===== config.mk =====
export PLATFORM = sky130hd
export DESIGN_NAME = maze_renderer_flat
export DESIGN_NICKNAME = d
export VERILOG_FILES = /design/src/rtl/maze_pkg.sv /design/src/rtl/maze_renderer_if.sv /design/src/rtl/maze_tile_ram.sv /design/src/rtl/maze_renderer.sv /design/src/flat_wrapper.sv
export SDC_FILE = /design/constraint.sdc
export NUM_CORES = 1
export LEC_CHECK = 0
export ABC_AREA = 1
export BUFFER_PORTS_ARGS = -buffer_cell sky130_fd_sc_hd__buf_4
export CAP_MARGIN = 25
export CORE_MARGIN = 3
export CORE_UTILIZATION = 55
export DETAILED_ROUTE_END_ITERATION = 8
export PLACE_DENSITY = 0.7
export SYNTH_ARGS = -nofsm -noshare
export SYNTH_HDL_FRONTEND = slang
export SYNTH_SLANG_ARGS = --single-unit

===== constraint.sdc =====
create_clock -name clk -period 13.51 [get_ports clk]
set_input_delay 0 -clock clk [delete_from_list [all_inputs] [get_ports clk]]
set_output_delay 0 -clock clk [all_outputs]
set_load 0.05 [all_outputs]

===== src/rtl/maze_pkg.sv =====
// Shared definitions for the maze renderer: tile encodings, palette and the
// initial maze layout.
package maze_pkg;

  typedef enum logic [1:0] {
    TILE_EMPTY  = 2'd0,
    TILE_WALL   = 2'd1,
    TILE_PELLET = 2'd2,
    TILE_POWER  = 2'd3
  } tile_t;

  typedef enum logic {
    ST_INIT = 1'b0,
    ST_RUN  = 1'b1
  } ren_state_t;

  localparam logic [11:0] BG_COLOR     = 12'h000;
  localparam logic [11:0] WALL_COLOR   = 12'h22F;
  localparam logic [11:0] PELLET_COLOR = 12'hFDB;
  localparam logic [11:0] POWER_COLOR  = 12'hF80;

  // Tiles that count towards pellets_left and are cleared when eaten.
  function automatic logic is_food(tile_t t);
    return (t == TILE_PELLET) || (t == TILE_POWER);
  endfunction

  // Initial layout: walled border, power pellets in the inner corners,
  // a sparse grid of interior walls, an empty centre tile, pellets elsewhere.
  function automatic tile_t init_tile(int row, int col, int rows, int cols);
    if (row == 0 || row == rows - 1 || col == 0 || col == cols - 1) return TILE_WALL;
    if ((row == 1 || row == rows - 2) && (col == 1 || col == cols - 2)) return TILE_POWER;
    if ((row % 3 == 0) && (col % 3 == 0)) return TILE_WALL;
    if (row == rows / 2 && col == cols / 2) return TILE_EMPTY;
    return TILE_PELLET;
  endfunction

endpackage


===== src/rtl/maze_renderer_if.sv =====
// Pixel request/colour, eat handshake and status signals of the maze renderer.
interface maze_renderer_if #(
  parameter int ROWS    = 8,
  parameter int COLS    = 8,
  parameter int COLOR_W = 12
);
  localparam int RW = $clog2(ROWS);
  localparam int CW = $clog2(COLS);
  localparam int PW = $clog2(ROWS * COLS + 1);

  logic               pix_valid;
  logic [9:0]         pix_x;
  logic [9:0]         pix_y;
  logic [COLOR_W-1:0] color;
  logic               color_valid;
  logic               eat_valid;
  logic               eat_ready;
  logic [RW-1:0]      eat_row;
  logic [CW-1:0]      eat_col;
  logic               eat_done;
  logic [1:0]         eat_kind;
  logic               restart;
  logic [PW-1:0]      pellets_left;
  logic               level_clear;

  modport master (
    output pix_valid, pix_x, pix_y, eat_valid, eat_row, eat_col, restart,
    input  color, color_valid, eat_ready, eat_done, eat_kind, pellets_left, level_clear
  );

  modport slave (
    input  pix_valid, pix_x, pix_y, eat_valid, eat_row, eat_col, restart,
    output color, color_valid, eat_ready, eat_done, eat_kind, pellets_left, level_clear
  );
endinterface


===== src/rtl/maze_tile_ram.sv =====
// Tile map storage: port A is read-only for rendering, port B is read/write
// for initialisation and eating. Reads return the value held before a
// same-edge write.
module maze_tile_ram
  import maze_pkg::*;
#(
  parameter int DEPTH = 64,
  localparam int AW   = $clog2(DEPTH)
) (
  input  logic          clk,
  input  logic [AW-1:0] a_addr,
  output tile_t         a_data,
  input  logic [AW-1:0] b_addr,
  input  logic          b_we,
  input  tile_t         b_wdata,
  output tile_t         b_rdata
);

  tile_t mem [DEPTH];

  // Render read port.
  // NOTE: storage and its read registers carry no reset; INIT rewrites every entry before use.
  // NOTE: registered state is always assigned with <= so every reader sees pre-edge values.
  always_ff @(posedge clk) begin
    a_data <= mem[a_addr];
  end

  // Init/eat read-modify-write port (read-before-write).
  always_ff @(posedge clk) begin
    b_rdata <= mem[b_addr];
    if (b_we) mem[b_addr] <= b_wdata;
  end

endmodule


===== src/rtl/maze_renderer.sv =====
// Tile-based maze renderer: two-stage pixel pipeline over a tile map, plus an
// eat (clear tile) read-modify-write path and pellet bookkeeping.
module maze_renderer
  import maze_pkg::*;
#(
  parameter int ROWS       = 8,
  parameter int COLS       = 8,
  parameter int TILE_SHIFT = 4,
  parameter int COLOR_W    = 12
) (
  input logic            clk,
  input logic            rst_n,
  maze_renderer_if.slave bus
);

  localparam int N  = ROWS * COLS;
  localparam int AW = $clog2(N);
  localparam int IW = $clog2(N + 1);
  localparam int T  = 1 << TILE_SHIFT;

  localparam logic [TILE_SHIFT-1:0] PEL_LO = TILE_SHIFT'(T / 2 - T / 8);
  localparam logic [TILE_SHIFT-1:0] PEL_HI = TILE_SHIFT'(T / 2 + T / 8);
  localparam logic [TILE_SHIFT-1:0] POW_LO = TILE_SHIFT'(T / 4);
  localparam logic [TILE_SHIFT-1:0] POW_HI = TILE_SHIFT'(3 * T / 4);

  localparam logic [COLOR_W-1:0] C_BG     = COLOR_W'(BG_COLOR);
  localparam logic [COLOR_W-1:0] C_WALL   = COLOR_W'(WALL_COLOR);
  localparam logic [COLOR_W-1:0] C_PELLET = COLOR_W'(PELLET_COLOR);
  localparam logic [COLOR_W-1:0] C_POWER  = COLOR_W'(POWER_COLOR);

  ren_state_t    state;
  logic [IW-1:0] init_idx;
  logic [IW-1:0] pellets_left;
  logic          eat_busy;
  logic          eat_in_range;
  logic [AW-1:0] eat_addr;
  logic          eat_ready;
  logic          eat_done;
  tile_t         eat_kind;

  logic [AW-1:0] a_addr;
  logic [AW-1:0] b_addr;
  logic          b_we;
  tile_t         a_data;
  tile_t         b_rdata;
  tile_t         b_wdata;
  tile_t         init_data;

  logic [9:0]    tile_row;
  logic [9:0]    tile_col;
  logic          pix_in_grid;
  logic          eat_req_in_range;
  logic [AW-1:0] eat_req_addr;

  logic                  s1_valid;
  logic                  s1_show;
  logic [TILE_SHIFT-1:0] s1_off_x;
  logic [TILE_SHIFT-1:0] s1_off_y;
  logic [COLOR_W-1:0]    pix_color;
  logic [COLOR_W-1:0]    color_q;
  logic                  color_valid_q;

  assign tile_row    = bus.pix_y >> TILE_SHIFT;
  assign tile_col    = bus.pix_x >> TILE_SHIFT;
  assign pix_in_grid = (int'(tile_row) < ROWS) && (int'(tile_col) < COLS);
  assign a_addr      = pix_in_grid ? AW'(int'(tile_row) * COLS + int'(tile_col)) : '0;

  assign eat_req_in_range = (int'(bus.eat_row) < ROWS) && (int'(bus.eat_col) < COLS);
  assign eat_req_addr     = eat_req_in_range ? AW'(int'(bus.eat_row) * COLS + int'(bus.eat_col)) : '0;

  assign init_data = init_tile(int'(init_idx) / COLS, int'(init_idx) % COLS, ROWS, COLS);

  // Port B owner: INIT writes the layout, a pending eat clears food, else eat lookup.
  // NOTE: every output gets a default first so no path leaves a latch behind.
  always_comb begin
    b_addr  = eat_req_addr;
    b_we    = 1'b0;
    b_wdata = TILE_EMPTY;
    if (state == ST_INIT) begin
      b_addr  = AW'(init_idx);
      b_we    = (init_idx < IW'(N));
      b_wdata = init_data;
    end else if (eat_busy) begin
      b_addr = eat_addr;
      b_we   = eat_in_range && is_food(b_rdata) && !bus.restart;
    end
  end

  maze_tile_ram #(.DEPTH(N)) u_ram (
    .clk     (clk),
    .a_addr  (a_addr),
    .a_data  (a_data),
    .b_addr  (b_addr),
    .b_we    (b_we),
    .b_wdata (b_wdata),
    .b_rdata (b_rdata)
  );

  // Pipeline stage 1: capture request qualifiers alongside the tile read.
  always_ff @(posedge clk or negedge rst_n) begin
    if (!rst_n) begin
      s1_valid <= 1'b0;
      s1_show  <= 1'b0;
      s1_off_x <= '0;
      s1_off_y <= '0;
    end else begin
      s1_valid <= bus.pix_valid;
      s1_show  <= pix_in_grid && (state == ST_RUN);
      s1_off_x <= bus.pix_x[TILE_SHIFT-1:0];
      s1_off_y <= bus.pix_y[TILE_SHIFT-1:0];
    end
  end

  // Colour selection from tile type and in-tile offset.
  always_comb begin
    pix_color = C_BG;
    if (s1_valid && s1_show) begin
      case (a_data)
        TILE_WALL:   pix_color = C_WALL;
        TILE_PELLET: if (s1_off_x >= PEL_LO && s1_off_x < PEL_HI &&
                         s1_off_y >= PEL_LO && s1_off_y < PEL_HI) pix_color = C_PELLET;
        TILE_POWER:  if (s1_off_x >= POW_LO && s1_off_x < POW_HI &&
                         s1_off_y >= POW_LO && s1_off_y < POW_HI) pix_color = C_POWER;
        default:     pix_color = C_BG;
      endcase
    end
  end

  // Pipeline stage 2: registered colour output.
  always_ff @(posedge clk or negedge rst_n) begin
    if (!rst_n) begin
      color_q       <= C_BG;
      color_valid_q <= 1'b0;
    end else begin
      color_q       <= pix_color;
      color_valid_q <= s1_valid;
    end
  end

  // Control FSM: layout load, restart and the two-cycle eat transaction.
  always_ff @(posedge clk or negedge rst_n) begin
    if (!rst_n) begin
      state        <= ST_INIT;
      init_idx     <= '0;
      pellets_left <= '0;
      eat_busy     <= 1'b0;
      eat_in_range <= 1'b0;
      eat_addr     <= '0;
      eat_ready    <= 1'b0;
      eat_done     <= 1'b0;
      eat_kind     <= TILE_EMPTY;
    end else begin
      eat_done <= 1'b0;
      case (state)
        ST_INIT: begin
          if (init_idx == IW'(N)) begin
            state     <= ST_RUN;
            eat_ready <= 1'b1;
          end else begin
            init_idx <= init_idx + 1'b1;
            if (is_food(init_data)) pellets_left <= pellets_left + 1'b1;
          end
        end
        ST_RUN: begin
          if (bus.restart) begin
            state        <= ST_INIT;
            init_idx     <= '0;
            pellets_left <= '0;
            eat_busy     <= 1'b0;
            eat_ready    <= 1'b0;
          end else if (eat_busy) begin
            eat_busy  <= 1'b0;
            eat_ready <= 1'b1;
            eat_done  <= 1'b1;
            eat_kind  <= eat_in_range ? b_rdata : TILE_EMPTY;
            if (eat_in_range && is_food(b_rdata)) pellets_left <= pellets_left - 1'b1;
          end else if (bus.eat_valid && eat_ready) begin
            eat_busy     <= 1'b1;
            eat_ready    <= 1'b0;
            eat_addr     <= eat_req_addr;
            eat_in_range <= eat_req_in_range;
          end
        end
        default: state <= ST_INIT;
      endcase
    end
  end

  assign bus.color        = color_q;
  assign bus.color_valid  = color_valid_q;
  assign bus.eat_ready    = eat_ready;
  assign bus.eat_done     = eat_done;
  assign bus.eat_kind     = eat_kind;
  assign bus.pellets_left = pellets_left;
  assign bus.level_clear  = (state == ST_RUN) && (pellets_left == '0);

endmodule


===== src/flat_wrapper.sv =====
// flat-port wrapper written by rule: the top's interface ports become plain ports
module maze_renderer_flat import maze_pkg::*;
#(
  parameter int ROWS       = 8,
  parameter int COLS       = 8,
  parameter int TILE_SHIFT = 4,
  parameter int COLOR_W    = 12
)
  (clk, rst_n, bus_pix_valid, bus_pix_x, bus_pix_y, bus_eat_valid, bus_eat_row, bus_eat_col, bus_restart, bus_color, bus_color_valid, bus_eat_ready, bus_eat_done, bus_eat_kind, bus_pellets_left, bus_level_clear);
  maze_renderer_if #(.ROWS(ROWS), .COLS(COLS), .COLOR_W(COLOR_W)) bus_i ();
  input logic clk;
  input logic rst_n;
  input wire logic [$bits(bus_i.pix_valid)-1:0] bus_pix_valid;
  input wire logic [$bits(bus_i.pix_x)-1:0] bus_pix_x;
  input wire logic [$bits(bus_i.pix_y)-1:0] bus_pix_y;
  input wire logic [$bits(bus_i.eat_valid)-1:0] bus_eat_valid;
  input wire logic [$bits(bus_i.eat_row)-1:0] bus_eat_row;
  input wire logic [$bits(bus_i.eat_col)-1:0] bus_eat_col;
  input wire logic [$bits(bus_i.restart)-1:0] bus_restart;
  output wire logic [$bits(bus_i.color)-1:0] bus_color;
  output wire logic [$bits(bus_i.color_valid)-1:0] bus_color_valid;
  output wire logic [$bits(bus_i.eat_ready)-1:0] bus_eat_ready;
  output wire logic [$bits(bus_i.eat_done)-1:0] bus_eat_done;
  output wire logic [$bits(bus_i.eat_kind)-1:0] bus_eat_kind;
  output wire logic [$bits(bus_i.pellets_left)-1:0] bus_pellets_left;
  output wire logic [$bits(bus_i.level_clear)-1:0] bus_level_clear;
  assign bus_i.pix_valid = bus_pix_valid;
  assign bus_i.pix_x = bus_pix_x;
  assign bus_i.pix_y = bus_pix_y;
  assign bus_i.eat_valid = bus_eat_valid;
  assign bus_i.eat_row = bus_eat_row;
  assign bus_i.eat_col = bus_eat_col;
  assign bus_i.restart = bus_restart;
  assign bus_color = bus_i.color;
  assign bus_color_valid = bus_i.color_valid;
  assign bus_eat_ready = bus_i.eat_ready;
  assign bus_eat_done = bus_i.eat_done;
  assign bus_eat_kind = bus_i.eat_kind;
  assign bus_pellets_left = bus_i.pellets_left;
  assign bus_level_clear = bus_i.level_clear;
  maze_renderer #(.ROWS(ROWS), .COLS(COLS), .TILE_SHIFT(TILE_SHIFT), .COLOR_W(COLOR_W)) u_core (.clk(clk), .rst_n(rst_n), .bus(bus_i));
endmodule

==> flow_summary.ini, run 1 <==
[min_path]
min_path_type = input port to async pin

[global_route]
antenna_found_initial = 0
grt_overflow_total = 0
track_usage_pct = 27.82
grt_pass1_vias = 7563
grt_max_degree = 65
grt_pass1_wl_um = 39700

[die]
dieArea_um2 = 18940
num_rows = 47
coreArea_um2 = 16760
initial_core_util_pct = 56.85
dieHeight_um = 137.6
pin_count = 56
die_w_um = 137.6

[clock_network]
cts_resized = 0
clock_latency_ns = 0.44
h-tree-depth = 4
clockRootBuffer = clkbuf_16
path_clk_slew_ns = 0.07
cts_buffers = 17
cts_tree = built
clock_path_buffers = 2
clock-sinks = 174

[setup_path]
end_kind = register
crit_arrival_ns = 4.18
start_kind = input port
crit_buf_inv = 5
r2r_cells = 19
slowest_stage = clkinv_2
path_delay_family = buffers and inverters
crit_chain = dlygate4sd3_1 -> buf_4 -> nor2_1 -> dlygate4sd3_1 -> nand2_1 -> inv_2 -> nand2_4 -> clkinv_2 -> o21ai_0 -> nor2_1 -> o311ai_1 -> nand3_1 -> nand3_1 -> nand2_1
worst-path-stages = 14
worstSetupPathType = input port to register
timing.critical_path.required_ns = 13.83
critPathMaxStageDelay_ns = 0.83
path_max_fanout = 62

[power_and_ir_drop]
power_density_nw_per_um2 = 243.0
p_seq_share_pct = 34.1
leakagePower_nw = 4.351
p_sw_mw = 1.188
p_int_mw = 1.438
worst_ir_drop_vdd_mv = 0.1549
swShare_pct = 45.22
combPwrFrac_pct = 46.8
finalPower_mw = 2.626
clkPwrFrac_pct = 19.0

[yosys]
netlist.area_leader.share_pct = 40.34
synth-edff-count = 128
ys_ff_latch = 174
synthArstFlopShare_pct = 24.14
synthCells = 1048
synth_flop_cell = edfxtp_1
yosysUniqueCellTypes = 60
syn-mean-instance-area_um2 = 9.091
yosys-top-cells-area = edfxtp_1 (40%), dfrtp_1 (11%), nand2_1 (7.2%)
ys_warn_count = 0
synth_area_um2 = 9528
syn-num-nets = 1100
yosys.area.top_type = edfxtp_1
yosysSeqAreaShare_pct = 52.21

[placed_design]
io_buffers = 54
placedCellCount = 1283
globalplace.congestion = 0.8925
hpwl_um = 16540
dp_slack_ns = 9.937

[layout]
diodes = 0
drive_above_1_share_pct = 13.11
final_cells = 1334
final_common_cell = nand2_1
mostFrequentLayoutCells = nand2_1 (183), nor2_1 (157), edfxtp_1 (128)
synthToLayoutAreaGrowth_pct = 13.39
num-fill-cells = 1374
fin_nets = 1154

[detailed_routing]
routed_wl_um = 25750
drc_errors = 0
routed_via_density = 6.007
ant_nets = 0
first_pass_iters = 6
num_vias = 8013
wl_per_cell_um = 19.31
drt_iter0_markers = 933

[sta]
setup_tns_ns = 0
fmax_mhz = 258.9
drv_slew = 0
hold_violations = 0
fin_ws_ns = 9.647
slew_headroom_pct = 46.70
timing.final.crit_period_ns = 3.863
rsz0062_at_grt = false
fin_skew_ns = 0.01262
period_share_pct = 28.59
setup_viol = 0
max_slew.worst_pin.slew_ns = 0.7972

[outcome]
outcome = finished clean

[job]
drv_cap = 0
## path summary, 6_finish.rpt
check | startpoint | endpoint | slack [ns]
max | bus_pix_y[7] | u_core.u_ram.a_data[0]$_DFF_P_ | 9.65
min | rst_n | u_core.init_idx[1]$_DFFE_PN0N_ | 0.09
max reg2reg | u_core.init_idx[6]$_DFFE_PN0N_ | u_core.u_ram.mem[56][1]$_DFFE_PP_ | 9.92
min reg2reg | u_core.s1_valid$_DFF_PN0_ | u_core.bus.color_valid$_DFF_PN0_ | 0.38
max in group asynchronous | rst_n | u_core.bus.color[5]$_DFF_PN0_ | 13.05
min in group clk | bus_pix_x[9] | u_core.u_ram.a_data[0]$_DFF_P_ | 0.13
## power groups by stage
stage | clock network [mW] | logic, mW | registers, mW
5_1_grt | 0.526 | 1.34 | 0.907
3_5_place_dp | 0 | 1.20 | 0.907
3_3_place_gp | 0 | 1.19 | 0.906
2_1_floorplan | 0 | 0.794 | 0.944
4_1_cts | 0.504 | 1.21 | 0.896
6_report | 0.500 | 1.23 | 0.897
## registers in the layout (all words and copies together), names as in the netlist
signal,count
u_core.eat_busy,1
u_core.u_ram.b_rdata,2
u_core.s1_valid,1
u_core.u_ram.a_data,2
u_core.s1_show,1
u_core.s1_off_x,4
u_core.bus.color_valid,1
u_core.bus.eat_kind,2
u_core.eat_in_range,1
u_core.u_ram.mem,128
u_core.init_idx,7
u_core.bus.eat_ready,1
u_core.eat_addr,6
u_core.bus.eat_done,1
u_core.bus.pellets_left,7
u_core.bus.color,5
u_core.s1_off_y,3
u_core.state,1
## repair_timing
item | CTS | global route
buffers inserted | 0 | 0
hold endpoints to repair | 61 | 0
hold buffers | 20 | 0
## logic make-up (layout without fill, tap and decap cells)
family	after synthesis	after routing	share of synthesized area, %
muxes	2	2	0.2232
and+or+nand+nor	457	457	21.37
adders and majority gates	21	21	2.837
AOI/OAI and AO/OA	220	220	15.05
DFF	174	174	52.21
other	1	1	0.03936
buffers and inverters	166	232	7.630
xor gates and xnor gates	7	7	0.6435
## final cells by class
cell class	count	area, µm²	area share, %
Multi-Input combinational cell	708	3852	35.66
Tap cell	220	275.3	2.548
Clock inverter	14	168.9	1.563
Sequential cell	174	4975	46.05
Inverter	123	471.7	4.366
Clock buffer	17	425.4	3.937
Timing Repair Buffer	78	635.6	5.883
## metrics by stage
| stage | instance area, µm² | hold WS [ns] | utilization, % |
|---|---|---|---|
| 2_1_floorplan | 9528 | -0.2956 | - |
| 4_1_cts | 10800 | 0.1059 | 64.46 |
| 6_report | 10800 | 0.08795 | 64.46 |
| 3_5_place_dp | 10010 | 0.01785 | 59.72 |
| 5_1_grt | 10800 | 0.1263 | 64.46 |
| 3_3_place_gp | 10010 | 0.01823 | 59.72 |
## worst reg2reg max path: cells and delay by family, from the launching register on
| kind | cells | cell delay [ns] |
|---|---|---|
| buf+inv | 5 | 0.91 |
| simple gates | 10 | 1.07 |
| fa+ha+maj | 2 | 0.44 |
| flops | 1 | 0.63 |
| compound gates | 2 | 0.25 |
## cell usage after synthesis, types with 7 or more instances
| master | n |
|---|---|
| nand2_1 | 183 |
| nor2_1 | 157 |
| edfxtp_1 | 128 |
| inv_1 | 105 |
| o21ai_0 | 61 |
| nand3_1 | 53 |
| dfrtp_1 | 42 |
| a21oi_1 | 38 |
| o211ai_1 | 28 |
| ha_1 | 20 |
| a22oi_1 | 16 |
| nor3_1 | 16 |
| o22ai_1 | 16 |
| buf_2 | 15 |
| inv_2 | 14 |
| buf_4 | 12 |
| clkbuf_1 | 11 |
| nand4_1 | 10 |
| nand3_2 | 9 |
| o21ai_1 | 9 |
| a211oi_1 | 8 |
| xor2_1 | 7 |
## per-layer routing
layer	routed length (µm)	part of all wire, %	global-route usage, %	vias to the layer above
met5	0	0	0	-
met4	906	3.5	12.31	0
met3	2480	9.6	6.209	71
met2	11820	46	43.98	473
met1	10550	41	36.87	3721
li1	-	-	-	3748
(Power assumes the default switching activity.)
==> run 2: changes to the inputs <==
Settings changed: ABC_AREA 1 to 0, PLACE_DENSITY 0.7 to 0.73.
Clock period 13.51 ns to 3.3 ns, I/O delays scaled along.
==> run 2 against run 1 <==
Net effect: via count shrank 2.2%; count of clock-buffer cells in the layout up 2; clock power rose to 3.9 times the previous value; register-to-register slack worse by 9.7 ns; worst setup slack got worse by 9.4 ns; flip-flop and latch count stayed put; utilization grew 1.8 points.
==> flow_summary.ini, run 2 <==
[layout]
mostFrequentLayoutCells = edfxtp_1 (128), nor2_1 (105), nand2_1 (97)
fin_util_pct = 66.23
diodes = 0
largest-register = u_core.u_ram.mem
num-fill-cells = 1321
largestRegisters = u_core.u_ram.mem x128, u_core.bus.pellets_left x7, u_core.init_idx x7
final_cells = 1197
final_common_cell = edfxtp_1
drive_above_1_share_pct = 18.01
fin_nets = 1016
synthToLayoutAreaGrowth_pct = 16.09
largest_register_ffs = 128

[yosys]
netlist.area_leader.share_pct = 40.06
synth-edff-count = 128
syn-num-nets = 940
yosys-top-cells-area = edfxtp_1 (40%), dfrtp_1 (11%), mux2i_1 (7.5%)
yosysSeqAreaShare_pct = 51.85
ys_warn_count = 0
syn-mean-instance-area_um2 = 10.80
synth_flop_cell = edfxtp_1
ys_ff_latch = 174
synth_area_um2 = 9594
yosys.area.top_type = edfxtp_1
synthTopCellsByCount = edfxtp_1 (128), nor2_1 (105), nand2_1 (97)
yosysUniqueCellTypes = 77
yosysMostFrequentCell = edfxtp_1
synthArstFlopShare_pct = 24.14
synthCells = 888

[placed_design]
placedCellCount = 1147
io_buffers = 54
globalplace.congestion = 0.9317
hpwl_um = 18080
dp_slack_ns = 0.1831

[setup_path]
end_kind = register
crit_arrival_ns = 3.39
start_kind = register
timing.critical_path.required_ns = 3.59
r2r_cells = 8
path_max_fanout = 11
rrSetupSlack_ns = 0.20
reg2reg_from = u_core.eat_busy$_DFFE_PN0P_
rr_endpoint = u_core.u_ram.b_rdata[1]$_DFF_P_
worstSetupPathType = register to register

[global_route]
grt_pass1_wl_um = 41720
grt_max_degree = 65
antenna_found_initial = 1
grt_pass1_vias = 7573
track_usage_pct = 27.68
grt_overflow_total = 0

[sta]
fmax_mhz = 322.4
fin_ws_ns = 0.1985
slew_headroom_pct = 47.61
fin_skew_ns = 0.01064
max_slew.worst_pin.slew_ns = 0.7850
timing.final.crit_period_ns = 3.102
rsz0062_at_grt = true
hold_violations = 0
period_share_pct = 93.99
holdWs_ns = 0.08309
setup_viol = 0
setup_tns_ns = 0
drv_slew = 0

[clock_network]
clock_path_buffers = 2
cts_buffers = 17
post_cts_buffers = 0
cts_tree = built
path_clk_slew_ns = 0.07
clock_latency_ns = 0.44
clockRootBuffer = clkbuf_16
clock-sinks = 174
h-tree-depth = 4

[detailed_routing]
drc_errors = 0
routed_wl_um = 26670
ant_nets = 0
drt_iter0_markers = 837
first_pass_iters = 5
num_vias = 7840
routed_via_density = 6.550
wl_met1_um = 10950
wl_per_cell_um = 22.28
dr_wl_met2_um = 12470
routed.top_layer = met5
route.met3.wl_um = 2460

[die]
dieArea_um2 = 19060
dieHeight_um = 138.1
coreArea_um2 = 16820
die_w_um = 138.1
initial_core_util_pct = 57.05
pin_count = 56
num_rows = 47

[power_and_ir_drop]
leakagePower_nw = 4.269
power_density_nw_per_um2 = 439.0
worst_ir_drop_vdd_mv = 0.4471

[outcome]
outcome = finished clean

[min_path]
min_path_type = input port to async pin

[job]
drv_cap = 0
run 2: worst max path at each step:
stage / start / to / slack [ns]
6_report: u_core.eat_busy$_DFFE_PN0P_ / u_core.u_ram.b_rdata[1]$_DFF_P_ / 0.20
3_3_place_gp: u_core.init_idx[5]$_DFFE_PN0N_ / u_core.bus.pellets_left[5]$_DFFE_PN0P_ / 0.23
2_1_floorplan: u_core.init_idx[5]$_DFFE_PN0N_ / u_core.u_ram.mem[0][0]$_DFFE_PP_ / 0.01
3_5_place_dp: u_core.init_idx[5]$_DFFE_PN0N_ / u_core.bus.pellets_left[4]$_DFFE_PN0P_ / 0.18
4_1_cts: u_core.init_idx[5]$_DFFE_PN0N_ / u_core.bus.pellets_left[4]$_DFFE_PN0P_ / 0.17
5_1_grt: u_core.state$_DFF_PN0_ / u_core.u_ram.mem[49][1]$_DFFE_PP_ / -0.009
run 2: repair_timing:
action	CTS	global route
resized for setup	0	2
endpoints found under the setup margin	0	8
hold endpoints to repair	62	0
hold buffers	18	0
run 2: critical path, stage by stage, from the launching register on:
cell      delay (ns)
dfrtp_1         0.49
mux2i_1         0.37
a21o_1          0.46
nor2_2          0.24
a22oi_1         0.20
o22ai_1         0.11
a311oi_1        0.34
o221ai_1        0.15
or4_1           0.59
run 2: logic make-up after synthesis:
logic type,count (synthesis),synth area share (%)
xor gates and xnor gates,3,0.2739
AOI/OAI and AO/OA,217,15.70
and+or+nand+nor,293,13.60
DFF,174,51.85
muxes,100,11.70
other,1,0.03909
buffers and inverters,79,4.017
adders and majority gates,21,2.817
run 2: final cells by class:
cell class                      count  area, µm²  area share (%)
Tap cell                          220      275.3           2.471
Multi-Input combinational cell    635       4283           38.45
Timing Repair Buffer              111      953.4           8.560
Sequential cell                   174       4975           44.66
Clock inverter                     13      93.84          0.8425
Clock buffer                       19      464.2           4.168
Inverter                           25      93.84          0.8425
run 2: metrics by stage:
stage / area (µm²) / total power, mW
3_3_place_gp: 10400 / 2.964
6_report: 11140 / 4.890
4_1_cts: 11140 / 4.895
3_5_place_dp: 10400 / 2.974
5_1_grt: 11140 / 5.049
2_1_floorplan: 9643 / 2.806
run 2: report_power, final:
group          leakage (nW)  internal (mW)  switching (mW)  total (mW)
logic                  2.29          0.195           0.327       0.521
registers              1.70           2.37          0.0725        2.44
clock network         0.283           1.04           0.890        1.93
total                  4.27           3.60            1.29        4.89
run 2: layer usage:
layer  global-route usage (%)  vias up
met1                    37.81     3778
met5                        0        -
met4                    10.61        2
met2                    43.94      472
met3                    5.836       86
li1                         -     3502
==> run 3: changes to the inputs <==
Settings changed: RECOVER_POWER from default to 100.
==> run 3 against run 2 <==
Net effect: worst setup slack got worse by 0.075 ns; the flow now finishes with violations (capacitance limit, slew limit); highest routed layer unchanged; die area unchanged; utilization decreased by 0.74 points.
==> flow_summary.ini, run 3 (same netlist as run 2, synthesis figures left out) <==
[global_route]
grt_pass1_vias = 7573
met3_usage_pct = 5.836
grt_pass1_wl_um = 41720
busiest_layer = met2
track_usage_pct = 27.68
antenna_found_initial = 1
grt_overflow_total = 0
grt_max_degree = 65
grtUsageMet2_pct = 43.94
gr-usage-met1_pct = 37.81

[clock_network]
cts_buffers = 17
path_clk_slew_ns = 0.07
h-tree-depth = 4
clock_latency_ns = 0.44
clock_path_buffers = 2
cts_tree = built
clockRootBuffer = clkbuf_16
post_cts_buffers = 0
clock-sinks = 174

[detailed_routing]
first_pass_iters = 6
routed_wl_um = 26740
wl_per_cell_um = 22.34
drt_iter0_markers = 896
drc_errors = 0
ant_nets = 0
num_vias = 7878
routed_via_density = 6.581

[power_and_ir_drop]
finalPower_mw = 4.863
leakagePower_nw = 4.150
power_density_nw_per_um2 = 441.6
worst_ir_drop_vdd_mv = 0.4428

[setup_path]
worstSetupPathType = register to register
path_max_fanout = 11
critPathMaxStageDelay_ns = 0.55
slowest_stage = or4_1
crit_buf_inv = 1
timing.critical_path.required_ns = 3.59
rr_endpoint = u_core.u_ram.b_rdata[0]$_DFF_P_
r2r_cells = 8
start_kind = register
rrSetupSlack_ns = 0.12
reg2reg_from = u_core.eat_busy$_DFFE_PN0P_
crit_chain = mux2i_1 -> a21o_1 -> clkbuf_1 -> a21oi_1 -> a211oi_1 -> o22ai_1 -> a311o_1 -> or4_1
end_kind = register
path_delay_family = compound AO/OA/AOI/OAI gates
crit_arrival_ns = 3.46

[layout]
largest-register = u_core.u_ram.mem
largest_register_ffs = 128
fin_nets = 1016
diodes = 0
largestRegisters = u_core.u_ram.mem x128, u_core.bus.pellets_left x7, u_core.init_idx x7
drive_above_1_share_pct = 14.74
mostFrequentLayoutCells = edfxtp_1 (128), nor2_1 (105), nand2_1 (97)
final_common_cell = edfxtp_1
synthToLayoutAreaGrowth_pct = 14.79
final_cells = 1197
num-fill-cells = 1363

[die]
dieArea_um2 = 19060
dieHeight_um = 138.1
num_rows = 47
initial_core_util_pct = 57.05
die_w_um = 138.1
coreArea_um2 = 16820
pin_count = 56

[sta]
hold_violations = 0
drv_slew = 43
rsz0062_at_grt = true
setup_viol = 0
period_share_pct = 96.26
timing.final.crit_period_ns = 3.177
fmax_mhz = 314.8
fin_skew_ns = 0.008560
slew_headroom_pct = -50.96
max_slew.worst_pin.slew_ns = 2.264

[outcome]
violations = capacitance limit, slew limit
outcome = finished with violations

[min_path]
holdPathStages = 4
worstHoldStart = bus_pix_x[5]
min_path_type = input port to register
min_to = u_core.u_ram.a_data[1]$_DFF_P_

[placed_design]
io_buffers = 54
placedCellCount = 1147
hpwl_um = 18080
globalplace.congestion = 0.9317

[job]
drv_cap = 1
[run 3: cell count changes in the layout (fill, tap and decap cells not counted), sizes merged]
cell	delta
clkbuf	+38
buf	-38
[run 3: worst max path at each step]
stage               slack (ns)                            from  cells past startpoint                                endpoint
floorplan                 0.01  u_core.init_idx[5]$_DFFE_PN0N_                     14        u_core.u_ram.mem[0][0]$_DFFE_PP_
global placement          0.23  u_core.init_idx[5]$_DFFE_PN0N_                     13  u_core.bus.pellets_left[5]$_DFFE_PN0P_
detailed placement        0.18  u_core.init_idx[5]$_DFFE_PN0N_                     13  u_core.bus.pellets_left[4]$_DFFE_PN0P_
CTS                       0.17  u_core.init_idx[5]$_DFFE_PN0N_                     13  u_core.bus.pellets_left[4]$_DFFE_PN0P_
global route            -0.009          u_core.state$_DFF_PN0_                      9       u_core.u_ram.mem[49][1]$_DFFE_PP_
finish                    0.12     u_core.eat_busy$_DFFE_PN0P_                      8         u_core.u_ram.b_rdata[0]$_DFF_P_
[run 3: area by class of cell]
| class | instances | area [µm²] | share of cell area, % |
|---|---|---|---|
| timing repair buffer | 111 | 839.6 | 7.623 |
| clock inverter | 13 | 93.84 | 0.8521 |
| tap | 220 | 275.3 | 2.499 |
| inverter | 25 | 93.84 | 0.8521 |
| clock buffer | 19 | 464.2 | 4.215 |
| sequential | 174 | 4975 | 45.17 |
| multi-input combinational | 635 | 4272 | 38.79 |
[run 3: report_power, final]
| group | switching (mW) | internal (mW) | total, mW |
|---|---|---|---|
| sequential | 0.0719 | 2.37 | 2.44 |
| combinational | 0.328 | 0.163 | 0.491 |
| clock | 0.895 | 1.04 | 1.94 |
[run 3: stage by stage]
step                setup TNS, ns  worst slack [ns]  utilization [%]  hold WS [ns]  instance area, µm²
detailed placement              0            0.1831            61.82       0.01804               10400
floorplan                       0           0.01023                -       -0.2956                9643
global route             -0.01876         -0.009396            65.48        0.2283               11010
CTS                             0            0.1703            66.21       0.09864               11140
global placement                0            0.2350            61.82       0.01671               10400
finish                          0            0.1234            65.48        0.2079               11010
[run 3: tightest hold or removal path, delay by kind of cell]
family | cells | cell delay, ns
AO/OA/AOI/OAI | 1 | 0.11
buffers and inverters | 1 | 0.12
AND/OR/NAND/NOR | 2 | 0.35
[run 3: metal layers]
metal	share of wire [%]	routed length, µm
met5	0.041	11
met4	3.3	881
met3	9.4	2523
met2	46	12350
met1	41	10980
[run 3: repair_timing]
action,4_1_cts,5_1_grt
hold buffers,18,0
endpoints found under the hold margin,62,0
gates resized for setup,0,2
setup endpoints to repair,0,8
